==> config.mk <==
export PLATFORM = sky130hd
export DESIGN_NAME = bitmap_sprite_ctrl
export DESIGN_NICKNAME = d
export VERILOG_FILES = /design/src/rtl/bitmap_sprite_ctrl.sv
export SDC_FILE = /design/constraint.sdc
export NUM_CORES = 1
export LEC_CHECK = 0
export BUFFER_PORTS_ARGS = -buffer_cell sky130_fd_sc_hd__buf_2
export CORE_MARGIN = 4
export CORE_UTILIZATION = 50
export CTS_CLUSTER_DIAMETER = 200
export DETAILED_ROUTE_END_ITERATION = 6
export PLACE_DENSITY_LB_ADDON = 0.15
export SETUP_SLACK_MARGIN = 0.1
export SYNTH_ARGS = -nofsm -noshare
export SYNTH_HDL_FRONTEND = slang
export SYNTH_SLANG_ARGS = --single-unit
==> constraint.sdc <==
create_clock -name clk -period 2.5 [get_ports clk]
set_clock_uncertainty 0.15 [all_clocks]
set_input_delay 0.375 -clock clk [delete_from_list [all_inputs] [get_ports clk]]
set_output_delay 0.375 -clock clk [all_outputs]
set_load 0.1 [all_outputs]
==> src/rtl/bitmap_sprite_ctrl.sv <==
// -----------------------------------------------------------------------------
// bitmap_sprite_ctrl
//
// Bouncing 128x128 bitmap sprite. The sprite moves across the active area
// once per frame and reverses direction at each screen edge. The pixel path
// turns the beam position into a ROM address and gates the ROM bit with a
// window flag. The result lands two cycles after hpos/vpos.
//
// Ports
//   clk         single clock for all state
//   reset       synchronous, active-high; overrides a simultaneous frame_tick
//   hpos, vpos  current beam column / line (10 bits each)
//   frame_tick  one-cycle pulse per frame (vertical blanking): motion step
//   pause       freezes motion while high
//   rom_x/rom_y registered bitmap column/row address to the external ROM
//   rom_pixel   combinational ROM data for the current rom_x/rom_y
//   sprite_on   sprite pixel lit at the (two-cycle delayed) beam position
//   color       sprite colour index, cycles 1..7 and is never 0
//   bounce      one-cycle pulse after a tick that hit any edge
// -----------------------------------------------------------------------------
module bitmap_sprite_ctrl #(
  parameter int H_ACTIVE = 640,
  parameter int V_ACTIVE = 480,
  parameter int SPEED    = 1
) (
  input  logic       clk,
  input  logic       reset,
  input  logic [9:0] hpos,
  input  logic [9:0] vpos,
  input  logic       frame_tick,
  input  logic       pause,
  output logic [6:0] rom_x,
  output logic [6:0] rom_y,
  input  logic       rom_pixel,
  output logic       sprite_on,
  output logic [2:0] color,
  output logic       bounce
);

  localparam int          SPRITE = 128;
  localparam logic [9:0]  XMAX   = 10'(H_ACTIVE - SPRITE);
  localparam logic [9:0]  YMAX   = 10'(V_ACTIVE - SPRITE);
  localparam logic [10:0] STEP   = 11'(SPEED);

  typedef struct packed {
    logic [9:0] pos;
    logic       dir;
    logic       hit;
  } axis_t;

  // One motion step on one axis. A step that would reach or pass the limit
  // lands exactly on it, so the position never leaves 0..lim.
  function automatic axis_t axis_step(logic [9:0] pos, logic dir, logic [9:0] lim);
    axis_t      r;
    logic [10:0] fwd;
    fwd   = {1'b0, pos} + STEP;
    r.pos = pos;
    r.dir = dir;
    r.hit = 1'b0;
    if (dir) begin
      if (fwd >= {1'b0, lim}) begin
        r.pos = lim;
        r.dir = 1'b0;
        r.hit = 1'b1;
      end else begin
        r.pos = fwd[9:0];
      end
    end else begin
      if ({1'b0, pos} <= STEP) begin
        r.pos = '0;
        r.dir = 1'b1;
        r.hit = 1'b1;
      end else begin
        r.pos = pos - STEP[9:0];
      end
    end
    return r;
  endfunction

  // Colour sequence 1..7 then back to 1; zero is skipped.
  function automatic logic [2:0] color_next(logic [2:0] c);
    return (c == 3'd7) ? 3'd1 : c + 3'd1;
  endfunction

  // Motion state
  logic [9:0] pos_x, pos_y;
  logic       dir_x, dir_y;
  logic [2:0] color_q;
  logic       bounce_q;

  // Pixel pipeline registers
  logic [6:0] rom_x_p1, rom_y_p1;
  logic       vld_p1;
  logic       sprite_on_p2;

  // Stage p0: beam offset relative to the sprite origin. Offsets are signed
  // 12-bit so neither a beam left of the sprite nor pos+128 can wrap.
  logic signed [11:0] dx_p0, dy_p0;
  logic               win_p0;

  always_comb begin
    dx_p0  = $signed({2'b00, hpos}) - $signed({2'b00, pos_x});
    dy_p0  = $signed({2'b00, vpos}) - $signed({2'b00, pos_y});
    win_p0 = (dx_p0 >= 12'sd0) && (dx_p0 < 12'sd128) &&
             (dy_p0 >= 12'sd0) && (dy_p0 < 12'sd128);
  end

  axis_t ax, ay;
  logic  move;

  always_comb begin
    move = frame_tick & ~pause;
    ax   = axis_step(pos_x, dir_x, XMAX);
    ay   = axis_step(pos_y, dir_y, YMAX);
  end

  always_ff @(posedge clk) begin
    if (reset) begin
      rom_x_p1     <= '0;
      rom_y_p1     <= '0;
      vld_p1       <= 1'b0;
      sprite_on_p2 <= 1'b0;
      pos_x        <= '0;
      pos_y        <= '0;
      dir_x        <= 1'b1;
      dir_y        <= 1'b1;
      color_q      <= 3'd1;
      bounce_q     <= 1'b0;
    end else begin
      // ---- stage p0 -> p1: ROM address and window flag ----
      rom_x_p1 <= dx_p0[6:0];
      rom_y_p1 <= dy_p0[6:0];
      vld_p1   <= win_p0;
      // ---- stage p1 -> p2: gate ROM data with the window ----
      sprite_on_p2 <= vld_p1 & rom_pixel;

      bounce_q <= 1'b0;
      if (move) begin
        pos_x <= ax.pos;
        dir_x <= ax.dir;
        pos_y <= ay.pos;
        dir_y <= ay.dir;
        // A corner hit counts as a single bounce.
        if (ax.hit | ay.hit) begin
          bounce_q <= 1'b1;
          color_q  <= color_next(color_q);
        end
      end
    end
  end

  assign rom_x     = rom_x_p1;
  assign rom_y     = rom_y_p1;
  assign sprite_on = sprite_on_p2;
  assign color     = color_q;
  assign bounce    = bounce_q;

endmodule

==> metrics.yaml <==
status:
  status: "complete, no violations"
placement:
  place.gp.congestion: 0.968
  dp.cells: 550
  port_buffers: 43
  place_hpwl_mm: 6.42
  dpl_worst_slack_ns: -0.0801
detailed_routing:
  ant_nets: 0
  post_drt_wl_per_cell_microns: 15.4
  routed_wl_mm: 8.65
  drt_iter0_markers: 188
  via_per_inst: 5.93
  vias: 3332
  drc: 0
  drtPass1Iterations: 4
clocking:
  clkLatencyLatePin_ns: 0.30
  cts_buffer_depth: 2
  cts_sinks: 42
  cts_buffers: 5
  postCtsHoldBufs: 0
  cts-root-buf: "clkbuf_8"
  cts_tree: "done"
  htreeDepth: 2
  path_clk_slew_ns: 0.09
pwr:
  pwr-share-comb_pct: 31.6
  ir_drop_uv: 458
  p_leak_uw: 0.00163
  p_int_uw: 1190
  p_clk_share_pct: 29.9
  p_seq_share_pct: 38.5
  switchingPower_uw: 665
  power_density_nw_per_um2: 462
  netSwitchingFraction_pct: 35.8
  power.total_uw: 1860
logic_synthesis:
  syn_area_sq_um: 3210
  synth.most_common_cell: "dfxtp_1"
  yosysUniqueCellTypes: 65
  synth_top_cells_by_area: "dfxtp_1 26%, ha_1 11%, a21oi_1 4.4%, inv_1 4.0%, o21ai_0 3.9%"
  ys_seq_area_share_pct: 26.2
  syn_nets: 469
  synth_cells: 414
  syn_area_per_cell_sq_um: 7.76
  ys_async_sr_fraction_pct: 0
  synth.cells.most_frequent: "42 x dfxtp_1, 34 x inv_1, 33 x nor2_1"
  synth_edf_count: 0
  synth_flop_cell: "dfxtp_1"
  synth_largest_area_cell: "dfxtp_1"
  synth_top_area_share_pct: 26.2
  synth-seq-cells: 42
  yosysWarnings: 0
worst_setup_path:
  critPathRequiredTime_ns: 2.56
  cp-end-kind: "flop"
  cp_cell_sequence: "inv_4 > ha_4 > and2_4 > o21a_1 > a311oi_2 > a21oi_2 > or4_4 > a2111oi_4"
  cp-start-kind: "flop"
  crit_path_max_incr_delay_ns: 0.44
  crit_fanout: 3
  worst-setup-path-type: "reg2reg"
  crit_arrival_ns: 2.41
  cp_slowest_cell: "or4_4"
global_route:
  overflow: 0
  grt_pass1_wl_mm: 14.5
  grt_antenna_before_repair: 0
  grt_max_degree: 37
  grtUsageTotal_pct: 23.2
  grt_pass1_vias: 3212
floorplanning:
  ios: 44
  initial_core_util_pct: 53.0
  die_area_sq_um: 7770
  die_h_microns: 88.1
  rows: 28
  die_x_microns: 88.1
  core_area_sq_um: 6060
sta:
  period_needed_ns: 2.35
  period_share_pct: 94.1
  worst_pin_slew_ns: 0.491
  slew_headroom_pct: 67.5
  finalWorstSetupSlack_ns: 0.147
  whs_ns: 0.141
  rsz0062_at_grt: "yes"
  timing.fmax_ghz: 0.425
  hold_viol: 0
  slew_violations: 0
  setup_viol: 0
min_path:
  hold_class: "in2reg"
cells_and_area:
  syn2layout_area_growth_pct: 25.2
  n_antenna_cell: 0
  stdcell_count: 562
  post-route-util_pct: 66.4
  drive_gt1_share_pct: 28.3
  final_nets: 541
  fillCellCount: 533
job:
  max-cap-violations: 0
==> repair_timing <==
| item | in CTS | in global routing |
|---|---|---|
| endpoints found under the setup margin | 4 | 19 |
| pin swaps | 1 | 10 |
| setup buffers | 0 | 4 |
| resized for setup | 2 | 33 |
==> per-layer routing <==
| metal | up-vias | part of all wire (%) | GRT usage (%) |
|---|---|---|---|
| met4 | 0 | 1.6 | 7.55 |
| met2 | 94 | 52 | 42.5 |
| met1 | 1568 | 42 | 27.4 |
| met5 | - | 0 | 0 |
| met3 | 9 | 4.9 | 3.57 |
| li1 | 1661 | - | - |
==> cells in the final DEF (no fill, tap or decap), types with 7 or more instances in the layout <==
cell type  count
a21oi_1       26
buf_2         43
buf_4         41
dfxtp_1       34
ha_1          20
inv_1         30
nand2_1       27
nand3_1       16
nor2_1        33
nor2b_1        8
nor3_1        23
o21a_1         8
o21ai_0       24
xnor2_1        7
==> cell type report <==
cell class / instances / area (sq um) / share of cell area, %
clock buffer: 7 / 76.3 / 1.90
clock inverter: 1 / 30.0 / 0.747
inverter: 36 / 138 / 3.42
timing repair buffer: 84 / 523 / 13.0
tap: 75 / 93.8 / 2.33
sequential: 42 / 856 / 21.3
multi-input combinational: 317 / 2300 / 57.3
==> through the flow <==
| step | setup TNS, ns | instance area, sq um |
|---|---|---|
| after detailed placement | -0.0801 | 3750 |
| final | 0 | 4020 |
| after global routing | 0 | 4020 |
| after global placement | -0.0349 | 3750 |
| after CTS | 0 | 3870 |
| after floorplan | 0 | 3250 |
==> worst max-delay path: cells and delay by family, from the launching register on <==
family	cells	cell delay [ns]
flops	1	0.35
fa+ha+maj	1	0.20
buf+inv	1	0.04
simple gates	2	0.59
compound gates	4	0.93
==> power by group through the flow <==
stage                     Sequential (uW)  Clock, uW  Combinational (uW)
final                                 715        555                 588
after CTS                             715        568                 564
after global routing                  719        600                 640
after detailed placement              731          0                 559
after floorplan                       905          0                 251
after global placement                730          0                 549
==> sequential cells by signal (all words and copies together), names as in the netlist <==
name	flops
pos_x	10
dir_y	1
bounce	1
pos_y	10
sprite_on	1
dir_x	1
rom_x	7
color	3
vld_p1	1
rom_y	7
==> cell families (layout without fill, tap and decap cells) <==
group | count (synthesis) | in the layout | share of synthesized area (%)
AND/OR/NAND/NOR | 151 | 151 | 24.6
AO/OA/AOI/OAI | 118 | 118 | 25.0
buffers and inverters | 55 | 128 | 6.78
flip-flops | 42 | 42 | 26.2
adder cells (fa/ha/maj) | 30 | 30 | 12.2
XOR/XNOR | 10 | 10 | 2.73
multiplexers | 8 | 8 | 2.57
==> path summary, 6_finish.rpt <==
| path | start | endpoint | slack (ns) | cells after the start |
|---|---|---|---|---|
| min | rom_pixel | sprite_on | 0.14 | 2 |
| max reg2reg | pos_y[4] | vld_p1 | 0.15 | 8 |
| min reg2reg | color[1] | color[1] | 0.34 | 2 |
| max | pos_y[4] | vld_p1 | 0.15 | 8 |
Note: power is estimated with default switching activity, not from simulation.
